`src/rtl/fifo_free_list.sv`:
```
// FWFT data FIFO plus a free list of small integer IDs, both built from one
// circular-buffer queue. The free-list instance comes out of reset holding every ID in order.

module ffl_queue #(
  parameter int W       = 32,
  parameter int LD      = 4,
  parameter bit PRELOAD = 1'b0
) (
  input  logic          clk,
  input  logic          rstn,
  input  logic          wr_en,
  input  logic [W-1:0]  wr_data,
  input  logic          rd_en,
  output logic [W-1:0]  rd_data,
  output logic [LD:0]   size
);
  localparam int         D   = 1 << LD;
  localparam logic [LD:0] CAP = (LD+1)'(D);

  logic [D-1:0][W-1:0] mem;
  logic [LD-1:0]       rptr, wptr;
  logic [LD:0]         cnt;
  logic                push, pop;

  // Acceptance depends only on the registered occupancy, so a push into a
  // full queue is dropped even when a pop frees a slot in the same cycle.
  assign push = wr_en && (cnt != CAP);
  assign pop  = rd_en && (cnt != '0);

  always_ff @(posedge clk or negedge rstn) begin
    if (!rstn) begin
      rptr <= '0;
      wptr <= '0;
      cnt  <= PRELOAD ? CAP : '0;
    end else begin
      if (push) wptr <= wptr + 1'b1;
      if (pop)  rptr <= rptr + 1'b1;
      case ({push, pop})
        2'b10:   cnt <= cnt + 1'b1;
        2'b01:   cnt <= cnt - 1'b1;
        default: cnt <= cnt;
      endcase
    end
  end

  generate
    if (PRELOAD) begin : g_preload
      always_ff @(posedge clk or negedge rstn) begin
        if (!rstn) begin
          for (int i = 0; i < D; i++) mem[i] <= W'(i);
        end else if (push) begin
          mem[wptr] <= wr_data;
        end
      end
    end else begin : g_plain
      always_ff @(posedge clk) begin
        if (push) mem[wptr] <= wr_data;
      end
    end
  endgenerate

  assign rd_data = mem[rptr];
  assign size    = cnt;
endmodule

module fifo_free_list #(
  parameter int WIDTH        = 32,
  parameter int LOG_DEPTH    = 4,
  parameter int FL_LOG_DEPTH = 4
) (
  input  logic                    clk,
  input  logic                    rstn,
  input  logic                    fifo_wr_en,
  input  logic [WIDTH-1:0]        fifo_wr_data,
  input  logic                    fifo_rd_en,
  output logic [WIDTH-1:0]        fifo_rd_data,
  output logic                    fifo_full,
  output logic                    fifo_empty,
  output logic [LOG_DEPTH:0]      fifo_size,
  input  logic                    fl_wr_en,
  input  logic [FL_LOG_DEPTH-1:0] fl_wr_data,
  input  logic                    fl_rd_en,
  output logic [FL_LOG_DEPTH-1:0] fl_rd_data,
  output logic                    fl_full,
  output logic                    fl_empty
);
  localparam int DEPTH = 1 << LOG_DEPTH;
  localparam int NIDS  = 1 << FL_LOG_DEPTH;

  logic [FL_LOG_DEPTH:0] fl_size;

  ffl_queue #(.W(WIDTH), .LD(LOG_DEPTH), .PRELOAD(1'b0)) u_fifo (
    .clk     (clk),
    .rstn    (rstn),
    .wr_en   (fifo_wr_en),
    .wr_data (fifo_wr_data),
    .rd_en   (fifo_rd_en),
    .rd_data (fifo_rd_data),
    .size    (fifo_size)
  );

  // ID width equals the pointer width, so the preload value of slot i is i.
  ffl_queue #(.W(FL_LOG_DEPTH), .LD(FL_LOG_DEPTH), .PRELOAD(1'b1)) u_fl (
    .clk     (clk),
    .rstn    (rstn),
    .wr_en   (fl_wr_en),
    .wr_data (fl_wr_data),
    .rd_en   (fl_rd_en),
    .rd_data (fl_rd_data),
    .size    (fl_size)
  );

  assign fifo_full  = (fifo_size == (LOG_DEPTH+1)'(DEPTH));
  assign fifo_empty = (fifo_size == '0);
  assign fl_full    = (fl_size == (FL_LOG_DEPTH+1)'(NIDS));
  assign fl_empty   = (fl_size == '0);
endmodule

```
`config.mk`:
```
export PLATFORM = sky130hd
export DESIGN_NAME = fifo_free_list
export DESIGN_NICKNAME = d
export VERILOG_FILES = /design/src/rtl/fifo_free_list.sv
export SDC_FILE = /design/constraint.sdc
export NUM_CORES = 1
export LEC_CHECK = 0
export BUFFER_PORTS_ARGS = -buffer_cell sky130_fd_sc_hd__buf_2
export CAP_MARGIN = 20
export CORE_MARGIN = 2
export CORE_UTILIZATION = 40
export CTS_BUF_LIST = sky130_fd_sc_hd__clkbuf_2 sky130_fd_sc_hd__clkbuf_4 sky130_fd_sc_hd__clkbuf_8
export CTS_CLUSTER_SIZE = 40
export DETAILED_ROUTE_END_ITERATION = 10
export GPL_TIMING_DRIVEN = 0
export PLACE_DENSITY = 0.56
export SYNTH_ARGS = -nofsm -noshare
export SYNTH_HDL_FRONTEND = slang
export SYNTH_SLANG_ARGS = --single-unit
```
`constraint.sdc`:
```
create_clock -name clk -period 9.34 [get_ports clk]
set_input_delay 0.934 -clock clk [delete_from_list [all_inputs] [get_ports clk]]
set_output_delay 0.934 -clock clk [all_outputs]
set_load 0.05 [all_outputs]
```
==> results_dict.tcl, run 1 <==
set metrics [dict create \
    core_area_um2 60100 \
    synth_nets 1349 \
    initial_core_util 0.403 \
    drt_iter0_drc 840 \
    cts_buffers 100 \
    synth_warnings 0 \
    max_freq_mhz 245 \
    post-route-period-util 0.437 \
    wirelength_mm 55.6 \
    cp_cell_sequence "buf_2 > clkbuf_1 > mux4_2 > a22oi_1 > nand2_1 > buf_2" \
    gr-usage-all-layers 0.177 \
    via_per_inst 5.34 \
    final.min_clock_period_ns 4.08 \
    cp_slowest_stage_delay_ns 0.72 \
    relSlewSlack 0.331 \
    place_congestion 0.749 \
    wl_per_cell_um 23.5 \
    synth-main-ff-cell "edfxtp_1" \
    fillers 5189 \
    end_kind "output pin" \
    io_pins 87 \
    synth_area_leaders "edfxtp_1, mux4_2, dfrtp_1" \
    r2r_cells 13 \
    hpwl_mm 36.0 \
    cp_max_fo 10 \
    totalNegativeSetupSlack_ns 0 \
    place.port_buffers 86 \
    clock_skew_ns 0.0402 \
    post_cts_buffers 0 \
    rows 90 \
    stdcell_count 2364 \
    cts-root-buf "clkbuf_8" \
    ir_worst_vdd_mv 0.192 \
    yosys.area.top_type "edfxtp_1" \
    ys_seq_elements 602 \
    grt_start_max_net_pins 64 \
    holdWs_ns 0.156 \
    maxSlewViolCount 0 \
    die_y_um 250 \
    ctsResizeCount 0 \
    cts_buffer_depth 3 \
    cp.arrival_ns 3.14 \
    postSynthCellCount 1287 \
    hold_buffers 0 \
    clock_sinks 602 \
    num_antenna_cells 0 \
    hold_viol_final 0 \
    ys_types 39 \
    grt_overflow 0 \
    route.vias.total 12600 \
    status "complete, no violations" \
    grt_use_met1 0.244 \
    h-tree-depth 3 \
    dp_cells 2184 \
    dr.pass1.iters 4 \
    p_per_area_nw_per_um2 338 \
    grtUsageMet3 0.0371 \
    grt_pass1_vias 12700 \
    synth_edf_count 512 \
    yosysSeqAreaShare 0.729 \
    grt_pass1_wl_mm 81.9 \
    cp_common_cell "buf_2" \
    setup_ws_ns 5.26 \
    synth_top_area_share 0.634 \
    cts_tree "yes" \
    cp.required_ns 8.41 \
    hp-class "in2async" \
    async_reset_ff_frac 0.150 \
    path_class "reg2out" \
    antenna_left 0 \
    rsz0062_at_grt "no" \
    grt_antenna_before_repair 3 \
    postSynthAreaPerCell_um2 18.8 \
    synthToLayoutAreaGrowth_pct 16.4 \
    drc 0 \
    drv_cap 0 \
    worstMarginPinSlew_ns 1.00 \
    final_layout_size_suffix_gt1_frac 0.329 \
    syn_area_um2 24200 \
    clock_latency_ns 0.70 \
    busiest_layer "met2" \
    globalRouteMet2Util 0.288 \
    clkTransAtPathRegs_ns 0.06 \
    power.leakage_nw 10.0 \
    dpl_worst_slack_ns 5.92 \
    die_x_um 250 \
    critPathLaunchType "flip-flop" \
    die_area_um2 62600 \
    setup_viol_count_final 0 \
    slowest_stage "clkbuf_1" \
    layout.nets 1566 \
]
-- logic make-up after synthesis --
| group | count (synthesis) | synth area share |
|---|---|---|
| flops | 602 | 0.729 |
| fa+ha+maj | 20 | 0.0109 |
| xor+xnor | 21 | 0.00759 |
| mux | 283 | 0.158 |
| compound gates | 163 | 0.0482 |
| simple gates | 111 | 0.0242 |
| buf+inv | 87 | 0.0220 |
-- cell type report --
class,instances,area (um^2),share of cell area
Sequential cell,602,17700,0.626
Buffer,74,484,0.0172
Clock buffer,146,1740,0.0617
Tap cell,782,978,0.0347
Inverter,13,48.8,0.00173
Clock inverter,34,239,0.00847
Multi-Input combinational cell,598,6150,0.218
Timing Repair Buffer,115,907,0.0321
-- critical path: cells and delay by family, from the launching register on --
kind / cells / cell delay (ns)
buffers and inverters: 3 / 1.28
muxes: 1 / 0.43
DFF: 1 / 0.40
AOI/OAI and AO/OA: 1 / 0.18
and+or+nand+nor: 1 / 0.16
-- power breakdown --
group	total, W	internal, W	leakage (nW)	switching, W
clock	0.00231	0.00128	1.05	0.00103
combinational	0.00369	0.00130	3.32	0.00238
sequential	0.00355	0.00339	5.66	0.000161
-- metrics by stage --
| step | util | total power [W] | cell area (um^2) |
|---|---|---|---|
| final | 0.469 | 0.00954 | 28200 |
| after global routing | 0.469 | 0.0100 | 28200 |
| after CTS | 0.469 | 0.00966 | 28200 |
| after detailed placement | 0.436 | 0.00734 | 26200 |
| after global placement | 0.427 | 0.00722 | 25700 |
| after floorplan | - | 0.00619 | 24200 |
-- state kept, by name, summed over array words and instances (netlist names) --
signal and flops:
u_fifo.rptr 4, u_fifo.mem 512, u_fifo.wptr 4, u_fl.size 5
u_fifo.size 5, u_fl.wptr 4, u_fl.rptr 4, u_fl.mem 64
-- cells in the mapped netlist, types with 3 or more instances --
cell type and count:
edfxtp_1 512, mux2i_1 140, mux2_2 71, a221oi_1 68, mux4_2 68, dfrtp_1 57, nand2_1 54, o21ai_0 48
a22oi_1 36, dfstp_2 33, clkbuf_1 28, buf_2 20, ha_1 18, nor2_1 14, xnor2_1 14, inv_1 13
nand3_2 12, buf_6 9, a21oi_1 8, buf_8 8, nor2b_1 7, xor2_1 7, buf_4 6, mux4_1 4
nand4_1 4, nor3_1 4, a21o_1 3, and2_1 3, nand3_1 3
-- path summary, 6_finish.rpt --
check / slack (ns) / endpoint / from
worst max-delay path: 5.26 / fifo_rd_data[31] / u_fifo.rptr[1]
worst min-delay path: 0.16 / u_fl.mem[2] / rstn
worst max register to register: 6.39 / u_fifo.size[4] / u_fifo.size[1]
worst min register to register: 0.50 / u_fl.mem[15] / u_fl.mem[15]
max in group asynchronous: 8.45 / u_fl.mem[59] / rstn
min in group clk: 0.50 / u_fl.mem[15] / u_fl.mem[15]
-- per-layer routing --
metal | vias up | routed length, um
met5 | - | 35
met4 | 6 | 1030
met3 | 89 | 2480
met2 | 278 | 27000
met1 | 6598 | 25000
li1 | 5657 | -
-- placed cells by master (no fill, tap or decap), drive strengths merged, types with 3 or more instances in the layout --
master / netlist / layout
edfxtp: 512 / 512
clkbuf: 29 / 175
buf: 45 / 160
mux2i: 140 / 140
mux4: 72 / 72
mux2: 71 / 71
a221oi: 68 / 68
dfrtp: 57 / 57
nand2: 54 / 54
o21ai: 48 / 48
a22oi: 36 / 36
dfstp: 33 / 33
clkinv: 0 / 26
ha: 18 / 18
inv: 13 / 16
nand3: 15 / 15
xnor2: 14 / 14
nor2: 14 / 14
a21oi: 8 / 8
nor2b: 7 / 7
xor2: 7 / 7
nand4: 6 / 6
nor3: 4 / 4
and2: 4 / 4
a21o: 3 / 3
bufinv: 0 / 3
Note: power is estimated with default switching activity, not from simulation.
==> run 2, diff against run 1 <==
==> constraint.sdc (replaced) <==
create_clock -name clk -period 4.03 [get_ports clk]
set_input_delay 0.403 -clock clk [delete_from_list [all_inputs] [get_ports clk]]
set_output_delay 0.403 -clock clk [all_outputs]
set_load 0.05 [all_outputs]
==> run 2 against run 1 <==
Against the previous run:
- flip-flop and latch count unchanged
- sequential share of layout area about the same
- hold slack got worse by 0.10 ns
- sequential power increased by 130%
- routed wire length about the same
- clock skew decreased by 0.0027 ns
- non-clock buffer count increased by 1
- via count increased by 0.10%
- global-route usage about the same
- die area unchanged
==> results_dict.tcl, run 2 (synthesis gave the netlist of run 1 again) <==
set metrics [dict create \
    rsz0062_at_grt "no" \
    maxSlewViolCount 0 \
    synthToLayoutAreaGrowth_pct 16.4 \
    cp.required_ns 3.63 \
    place_congestion 0.749 \
    setup_ws_ns 0.509 \
    drt-met1-wl_mm 24.8 \
    dr.pass1.iters 5 \
    wirelength_mm 55.6 \
    hpwl_mm 36.0 \
    layout_common_cells "edfxtp_1, mux2i_1, buf_2, clkbuf_8, mux2_2" \
    hp-class "in2reg" \
    worstMarginPinSlew_ns 0.975 \
    post-route-period-util 0.874 \
    clock_skew_ns 0.0374 \
    wl_met2_mm 27.1 \
    clock_latency_ns 0.70 \
    layout.nets 1567 \
    largest_register_ffs 512 \
    regMostFlops "u_fifo.mem" \
    rows 90 \
    power.leakage_nw 10.0 \
    clkTransAtPathRegs_ns 0.06 \
    place.port_buffers 86 \
    grt_start_max_net_pins 64 \
    antenna_left 0 \
    met3_length_mm 2.63 \
    route.vias.total 12600 \
    dpl_cell_area_um2 26200 \
    cp_common_cell "buf_2" \
    core_area_um2 60100 \
    final.min_clock_period_ns 3.52 \
    dpl_worst_slack_ns 1.04 \
    p_per_area_nw_per_um2 783 \
    end_kind "output pin" \
    num_antenna_cells 0 \
    grt_overflow 0 \
    totalNegativeSetupSlack_ns 0 \
    cts_tree "yes" \
    stdcell_area_um2 28200 \
    dp_cells 2184 \
    ir_worst_vdd_mv 0.445 \
    max_freq_mhz 284 \
    post_cts_buffers 0 \
    gr-usage-all-layers 0.177 \
    relSlewSlack 0.350 \
    drv_cap 0 \
    hold_viol_final 0 \
    top_regs "u_fifo.mem x512, u_fl.mem x64" \
    final_common_cell "edfxtp_1" \
    cts-root-buf "clkbuf_8" \
    drc 0 \
    grt_pass1_wl_mm 81.9 \
    cp.arrival_ns 3.12 \
    path_class "reg2out" \
    cp_slowest_stage_delay_ns 0.77 \
    cts_buffer_depth 3 \
    via_per_inst 5.35 \
    die_y_um 250 \
    initial_core_util 0.403 \
    grt_antenna_before_repair 3 \
    slowest_stage "clkbuf_1" \
    h-tree-depth 3 \
    crit_family "buffers and inverters" \
    die_x_um 250 \
    status "complete, no violations" \
    cp_cell_sequence "buf_2 > clkbuf_1 > mux4_2 > a22oi_1 > nand2_1 > buf_2" \
    setup_viol_count_final 0 \
    drt_iter0_drc 809 \
    cts_buffers 100 \
    final_layout_size_suffix_gt1_frac 0.329 \
    wl_per_cell_um 23.5 \
    grt_pass1_vias 12800 \
    cp_max_fo 10 \
    maxUsedRoutingLayer "met5" \
    die_area_um2 62600 \
    stdcell_count 2365 \
    critPathLaunchType "flip-flop" \
    io_pins 87 \
    fin_total_pwr_w 0.0221 \
    crit_buf_inv 3 \
    clock_sinks 602 \
]
-- run 2: timing repair --
action,in CTS,in global routing
hold endpoints to repair,44,0
setup endpoints to repair,0,0
hold buffers,1,0
resized for setup,0,0
-- run 2: worst paths after layout --
| kind | from | slack (ns) | cells past startpoint | endpoint |
|---|---|---|---|---|
| worst min register to register | u_fl.mem[15] | 0.50 | 1 | u_fl.mem[15] |
| worst min-delay path | fl_wr_data[1] | 0.05 | 2 | u_fl.mem[5] |
| worst max-delay path | u_fifo.rptr[1] | 0.51 | 6 | fifo_rd_data[4] |
| worst max register to register | u_fifo.size[1] | 1.09 | 13 | u_fifo.size[4] |
| min in group asynchronous | rstn | 0.18 | 2 | u_fl.mem[2] |
| max in group asynchronous | rstn | 3.12 | 3 | u_fl.mem[59] |
-- run 2: report_power, final --
part	internal, W	switching (W)
registers	0.00785	0.000373
clock network	0.00296	0.00238
logic	0.00302	0.00551
-- run 2: worst reg2reg max path, cell delays in order, from the launching register on --
cell	delay [ns]
dfrtp_1	0.43
nor4_1	0.35
nand2_1	0.11
and2_1	0.17
buf_2	0.18
inv_1	0.07
ha_1	0.21
inv_1	0.10
fa_1	0.41
nor2b_1	0.11
o21ai_0	0.11
nand3_1	0.09
or3b_1	0.36
xnor2_1	0.13
-- run 2: area by class of cell --
class,instances,area [um^2]
Clock buffer,146,1740
Tap cell,782,978
Timing Repair Buffer,116,917
Clock inverter,34,239
Inverter,13,48.8
Buffer,74,484
Sequential cell,602,17700
Fill cell,5188,31900
Multi-Input combinational cell,598,6150
-- run 2: per-stage QoR --
stage	hold slack [ns]	util
global placement	0.483	0.427
global route	0.0129	0.469
detailed placement	0.357	0.436
CTS	0.00353	0.469
floorplan	0.107	-
finish	0.0531	0.469
-- run 2: layer usage --
layer / GRT usage / vias up
met5: 0 / -
met4: 0.0447 / 6
met3: 0.0371 / 87
met2: 0.289 / 303
met1: 0.244 / 6592
li1: - / 5653
